[src/rtl/sca_rdout_seq.sv]
// sca_rdout_seq: SCA readout sequencer, walks masked samples x NCHAN channels and frames a PIPE-aligned push stream
// Ports: CLK/RST_B clock and async active-low reset; REQ_* one readout request per L1A (VLD/RDY handshake);
//   OUT_AFULL downstream back-pressure; SCA_ADR/CHAN/RDENA drive the SCA and ADC; PUSH/HDR/LASTWORD write the output FIFO;
//   NODATA/L1ANOUT/OVLP describe the current event; BUSY while not idle; DONE pulses once the event is fully pushed.
module sca_rdout_seq #(
  parameter int NCHAN = 16,
  parameter int NSAMP = 8,
  parameter int BLKW = 4,
  parameter int PIPE = 4,
  parameter int GRAY = 1,
  localparam int CW = $clog2(NCHAN),
  localparam int SW = $clog2(NSAMP)
) (
  input  logic               CLK,
  input  logic               RST_B,
  input  logic               REQ_VLD,
  output logic               REQ_RDY,
  input  logic [BLKW-1:0]    REQ_BLK,
  input  logic [NSAMP-1:0]   REQ_SMASK,
  input  logic [5:0]         REQ_L1A,
  input  logic               REQ_NODATA,
  input  logic               OUT_AFULL,
  output logic [BLKW+SW-1:0] SCA_ADR,
  output logic [CW-1:0]      CHAN,
  output logic               RDENA,
  output logic               PUSH,
  output logic               HDR,
  output logic               LASTWORD,
  output logic               NODATA,
  output logic [5:0]         L1ANOUT,
  output logic               OVLP,
  output logic               BUSY,
  output logic               DONE
);
  localparam int DW = $clog2(PIPE + 1);
  typedef enum logic [2:0] {S_IDLE, S_HDR, S_SCAN, S_READ, S_TRL, S_DRAIN} state_t;
  state_t state;
  logic [NSAMP-1:0] mask;
  logic [BLKW-1:0] blk, prev_blk;
  logic prev_vld;
  logic [SW-1:0] cur;
  logic [CW-1:0] chan_b;
  logic [DW-1:0] dcnt;
  logic [PIPE-1:0] sr_v, sr_h, sr_t;
  logic hdr_tok, trl_tok;
  function automatic logic [CW-1:0] enc(input logic [CW-1:0] b);
    return GRAY != 0 ? b ^ (b >> 1) : b;
  endfunction
  function automatic logic [SW-1:0] low_idx(input logic [NSAMP-1:0] m);
    low_idx = '0;
    for (int i = NSAMP - 1; i >= 0; i--) if (m[i]) low_idx = SW'(i);
  endfunction
  // RDENA follows OUT_AFULL in the same cycle so no word is read while downstream is nearly full
  assign RDENA = (state == S_READ) && !OUT_AFULL;
  assign hdr_tok = state == S_HDR;
  assign trl_tok = state == S_TRL;
  assign PUSH = sr_v[PIPE-1];
  assign HDR = sr_h[PIPE-1];
  assign LASTWORD = sr_t[PIPE-1];
  always_ff @(posedge CLK or negedge RST_B) begin
    if (!RST_B) begin
      state <= S_IDLE;
      mask <= '0;
      blk <= '0;
      prev_blk <= '0;
      prev_vld <= 1'b0;
      cur <= '0;
      chan_b <= '0;
      dcnt <= '0;
      sr_v <= '0;
      sr_h <= '0;
      sr_t <= '0;
      REQ_RDY <= 1'b0;
      SCA_ADR <= '0;
      CHAN <= '0;
      NODATA <= 1'b0;
      L1ANOUT <= '0;
      OVLP <= 1'b0;
      BUSY <= 1'b0;
      DONE <= 1'b0;
    end else begin
      sr_v[0] <= RDENA | hdr_tok | trl_tok;
      sr_h[0] <= hdr_tok;
      sr_t[0] <= trl_tok;
      for (int i = 1; i < PIPE; i++) begin
        sr_v[i] <= sr_v[i-1];
        sr_h[i] <= sr_h[i-1];
        sr_t[i] <= sr_t[i-1];
      end
      DONE <= 1'b0;
      case (state)
        S_IDLE:
          if (REQ_VLD && REQ_RDY) begin
            mask <= REQ_SMASK;
            blk <= REQ_BLK;
            L1ANOUT <= REQ_L1A;
            NODATA <= REQ_NODATA || REQ_SMASK == '0;
            OVLP <= prev_vld && REQ_BLK == prev_blk;
            prev_blk <= REQ_BLK;
            prev_vld <= 1'b1;
            REQ_RDY <= 1'b0;
            BUSY <= 1'b1;
            state <= S_HDR;
          end else REQ_RDY <= 1'b1;
        S_HDR: state <= NODATA ? S_TRL : S_SCAN;
        S_SCAN:
          if (mask == '0) state <= S_TRL;
          else begin
            cur <= low_idx(mask);
            SCA_ADR <= {blk, low_idx(mask)};
            chan_b <= '0;
            CHAN <= '0;
            state <= S_READ;
          end
        S_READ:
          if (RDENA) begin
            // the last channel retires the sample; the counter only restarts from SCAN
            if (chan_b == CW'(NCHAN - 1)) begin
              mask[cur] <= 1'b0;
              state <= S_SCAN;
            end else begin
              chan_b <= chan_b + 1'b1;
              CHAN <= enc(chan_b + 1'b1);
            end
          end
        S_TRL: begin
          dcnt <= '0;
          state <= S_DRAIN;
        end
        S_DRAIN:
          // trailer leaves the delay line in the last drain cycle
          if (dcnt == DW'(PIPE - 1)) begin
            DONE <= 1'b1;
            BUSY <= 1'b0;
            REQ_RDY <= 1'b1;
            state <= S_IDLE;
          end else dcnt <= dcnt + 1'b1;
        default: state <= S_IDLE;
      endcase
    end
  end
endmodule
[config.mk]
export PLATFORM = sky130hd
export DESIGN_NAME = sca_rdout_seq
export DESIGN_NICKNAME = d
export VERILOG_FILES = /design/src/rtl/sca_rdout_seq.sv
export SDC_FILE = /design/constraint.sdc
export NUM_CORES = 1
export LEC_CHECK = 0
export BUFFER_PORTS_ARGS = -buffer_cell sky130_fd_sc_hd__buf_2
export CAP_MARGIN = 30
export CORE_ASPECT_RATIO = 1.5
export CORE_MARGIN = 4
export CORE_UTILIZATION = 59
export DETAILED_ROUTE_END_ITERATION = 10
export GPL_ROUTABILITY_DRIVEN = 1
export HOLD_SLACK_MARGIN = 0.1
export PLACE_DENSITY = 0.82
export SLEW_MARGIN = 20
export SYNTH_ARGS = -nofsm -noshare
export SYNTH_HDL_FRONTEND = slang
export SYNTH_SLANG_ARGS = --single-unit
[constraint.sdc]
create_clock -name CLK -period 4.75 [get_ports CLK]
set_clock_uncertainty 0.2 [all_clocks]
set_input_delay 0.475 -clock CLK [delete_from_list [all_inputs] [get_ports CLK]]
set_output_delay 0.475 -clock CLK [all_outputs]
set_load 0.02 [all_outputs]
==> reports/qor.csv <==
metric,value,unit
status,"complete, no violations",
peakVddDrop,0.447,mV
coreArea,4030,um2
hpwl,3400,um
clockBufferDepth,2,
finalCriticalPeriod,2.24,ns
finalSetupViolCount,0,
hold_class,input port to asynchronous set/reset pin,
tightest_slew,0.687,ns
clock_latency,0.31,ns
rsz0062_at_grt,no,
viasPerCell,5.70,
fmax,447,MHz
path_clk_slew,0.11,ns
ys_ff_latch,56,
path_depth,2,
antenna_left,0,
r2r_setup_slack,2.64,ns
synth_mux_area_share,6.71,%
relSlewSlack,54.2,%
seq_area,1400,um2
grt_pass1_vias,1816,
clock-root-buffer,clkbuf_8,
yosys.area.top_type,dfrtp_1,
avgSynthCellArea,11.6,um2
track_usage,20.6,%
synthSimpleGateAreaFrac,15.0,%
yosysUniqueCellTypes,43,
syn_inst,218,
dr_total_vias,1767,
crit_required,4.07,ns
synth-compound-area-share,14.5,%
nNetsFinal,290,
slowest_delay,0.68,ns
multiInputGateArea,1030,um2
antenna_found_initial,0,
min_period_over_period,47.1,%
fillerInstances,285,
htree_levels,2,
cp-end-kind,output pin,
clkSinkCount,56,
die_area,5400,um2
timing_hold_violations_final,0,
ios,49,
synth_top_family_by_area,simple AND/OR/NAND/NOR gates,
wirelength,4720,um
die_height,88.0,um
rows,28,
path_buf_inv,1,
dpl_cell_area,2760,um2
cp_top_family,flip-flops,
synth_edf_count,0,
place_congestion,0.819,
post_cts_resized,0,
cellPowerDensity,649,nW/um2
crit_chain,and4bb_2 -> buf_2,
critPathMaxFanout,17,
synth_top_area_share,55.6,%
die_x,61.3,um
cap_violations,0,
ys_top_cells_by_area,"dfrtp_1 56%, mux2_2 6.7%, a22o_1 3.5%",
ys_seq_area_share,55.6,%
criticalPathCategory,flip-flop to output pin,
synth_warnings,0,
grt_pass1_wl,8310,um
leakage,1.37,nW
cts_tree,built,
startpoint_type,flip-flop,
fin_tns_setup,0,ns
ys_async_sr_fraction,100,%
dr.pass1.iters,4,
start_util,62.5,%
gr-total-overflow,0,
io_buffers,48,
worstPathArrival,1.56,ns
wl_per_cell,15.2,um
cts_buffers,5,
antenna_cells,0,
grt_max_degree,57,
synth_xor_area_share,3.13,%
synthAdderAreaFrac,1.49,%
slowest_stage,dfrtp_1,
ys.flop_type,dfrtp_1,
design_area,2860,um2
hold_buffers,0,
drv_slew,0,
cts_setup_buffers,0,
synth_nets,244,
ff2ff_path_depth,3,
drtIter0Drc,74,
syn_to_final_growth,13.4,%
synth_area,2520,um2
route.detailed.drc,0,
drive_gt1_share,30.9,%
## cell families (layout without fill, tap and decap cells)
| group | count (synthesis) | in the layout |
|---|---|---|
| and+or+nand+nor | 66 | 66 |
| DFF | 56 | 56 |
| AOI/OAI and AO/OA | 52 | 52 |
| buffers and inverters | 17 | 64 |
| muxes | 15 | 15 |
| xor gates and xnor gates | 9 | 9 |
| adders and majority gates | 3 | 3 |
## routing by layer
| layer | GRT usage (%) | share of wire [%] |
|---|---|---|
| met1 | 26.8 | 42 |
| met4 | 7.53 | 1.7 |
| met5 | 0 | 0 |
| met2 | 33.8 | 51 |
| met3 | 3.83 | 5.2 |
## synth_stat cells, types with 2 or more instances
cell	instances
dfrtp_1	56
a22o_1	10
inv_1	7
buf_4	2
nand2b_1	4
xor2_1	5
nand4_1	2
nand3_1	8
nand2_1	18
nor4_1	3
ha_1	3
clkbuf_1	2
xnor2_1	4
buf_2	3
mux2_2	15
a21oi_1	11
o22ai_1	2
o31ai_1	6
o21ai_0	14
nor2_1	12
or2_2	2
nor3_1	5
or4_4	2
buf_6	2
nor2b_1	2
## power breakdown
part / internal (mW) / leakage (nW) / total, mW / switching, mW
registers: 0.683 / 0.699 / 0.868 / 0.185
clock network: 0.109 / 0.0463 / 0.271 / 0.162
logic: 0.328 / 0.626 / 0.715 / 0.387
## registers in the layout (all words and copies together), names as in the netlist, 4 cells and up
register,count
SCA_ADR,7
CHAN,4
sr_h,4
L1ANOUT,6
mask,8
sr_t,4
prev_blk,4
sr_v,4
## cell usage in the layout, fill, tap and decap left out, types with 5 or more instances in the layout
cell type,count
a22o_1,10
buf_2,48
xor2_1,5
o21ai_0,14
dfrtp_1,56
mux2_2,15
nand2_1,18
nor3_1,5
o31ai_1,6
nor2_1,12
inv_1,7
a21oi_1,11
clkbuf_8,5
nand3_1,8
## final cells by class
class	count	area share [%]
flip-flops and latches	56	49.1
clock inverters	3	0.964
inverters	7	0.920
well taps	45	1.97
repair buffers	49	8.68
clock buffers	5	2.41
multi-input cells	145	36.0
## final timing paths
check,to,start
min,sr_t[3],RST_B
max reg2reg,prev_blk[2],state[0]
min in group CLK,sr_h[3],sr_h[2]
max,RDENA,state[0]
min reg2reg,sr_h[3],sr_h[2]
max in group asynchronous,L1ANOUT[0],RST_B
## through the flow
stage / total power [mW] / std cells / utilization [%] / hold slack (ns) / setup slack, ns
floorplan: 1.39 / 218 / - / -0.0206 / 2.90
global placement: 1.57 / 302 / 68.5 / 0.133 / 2.69
detailed placement: 1.60 / 302 / 68.5 / 0.136 / 2.66
CTS: 1.87 / 310 / 70.9 / 0.102 / 2.51
global route: 2.00 / 310 / 70.9 / 0.125 / 2.40
finish: 1.85 / 310 / 70.9 / 0.0725 / 2.51
Power figures use the tool's default switching activity.
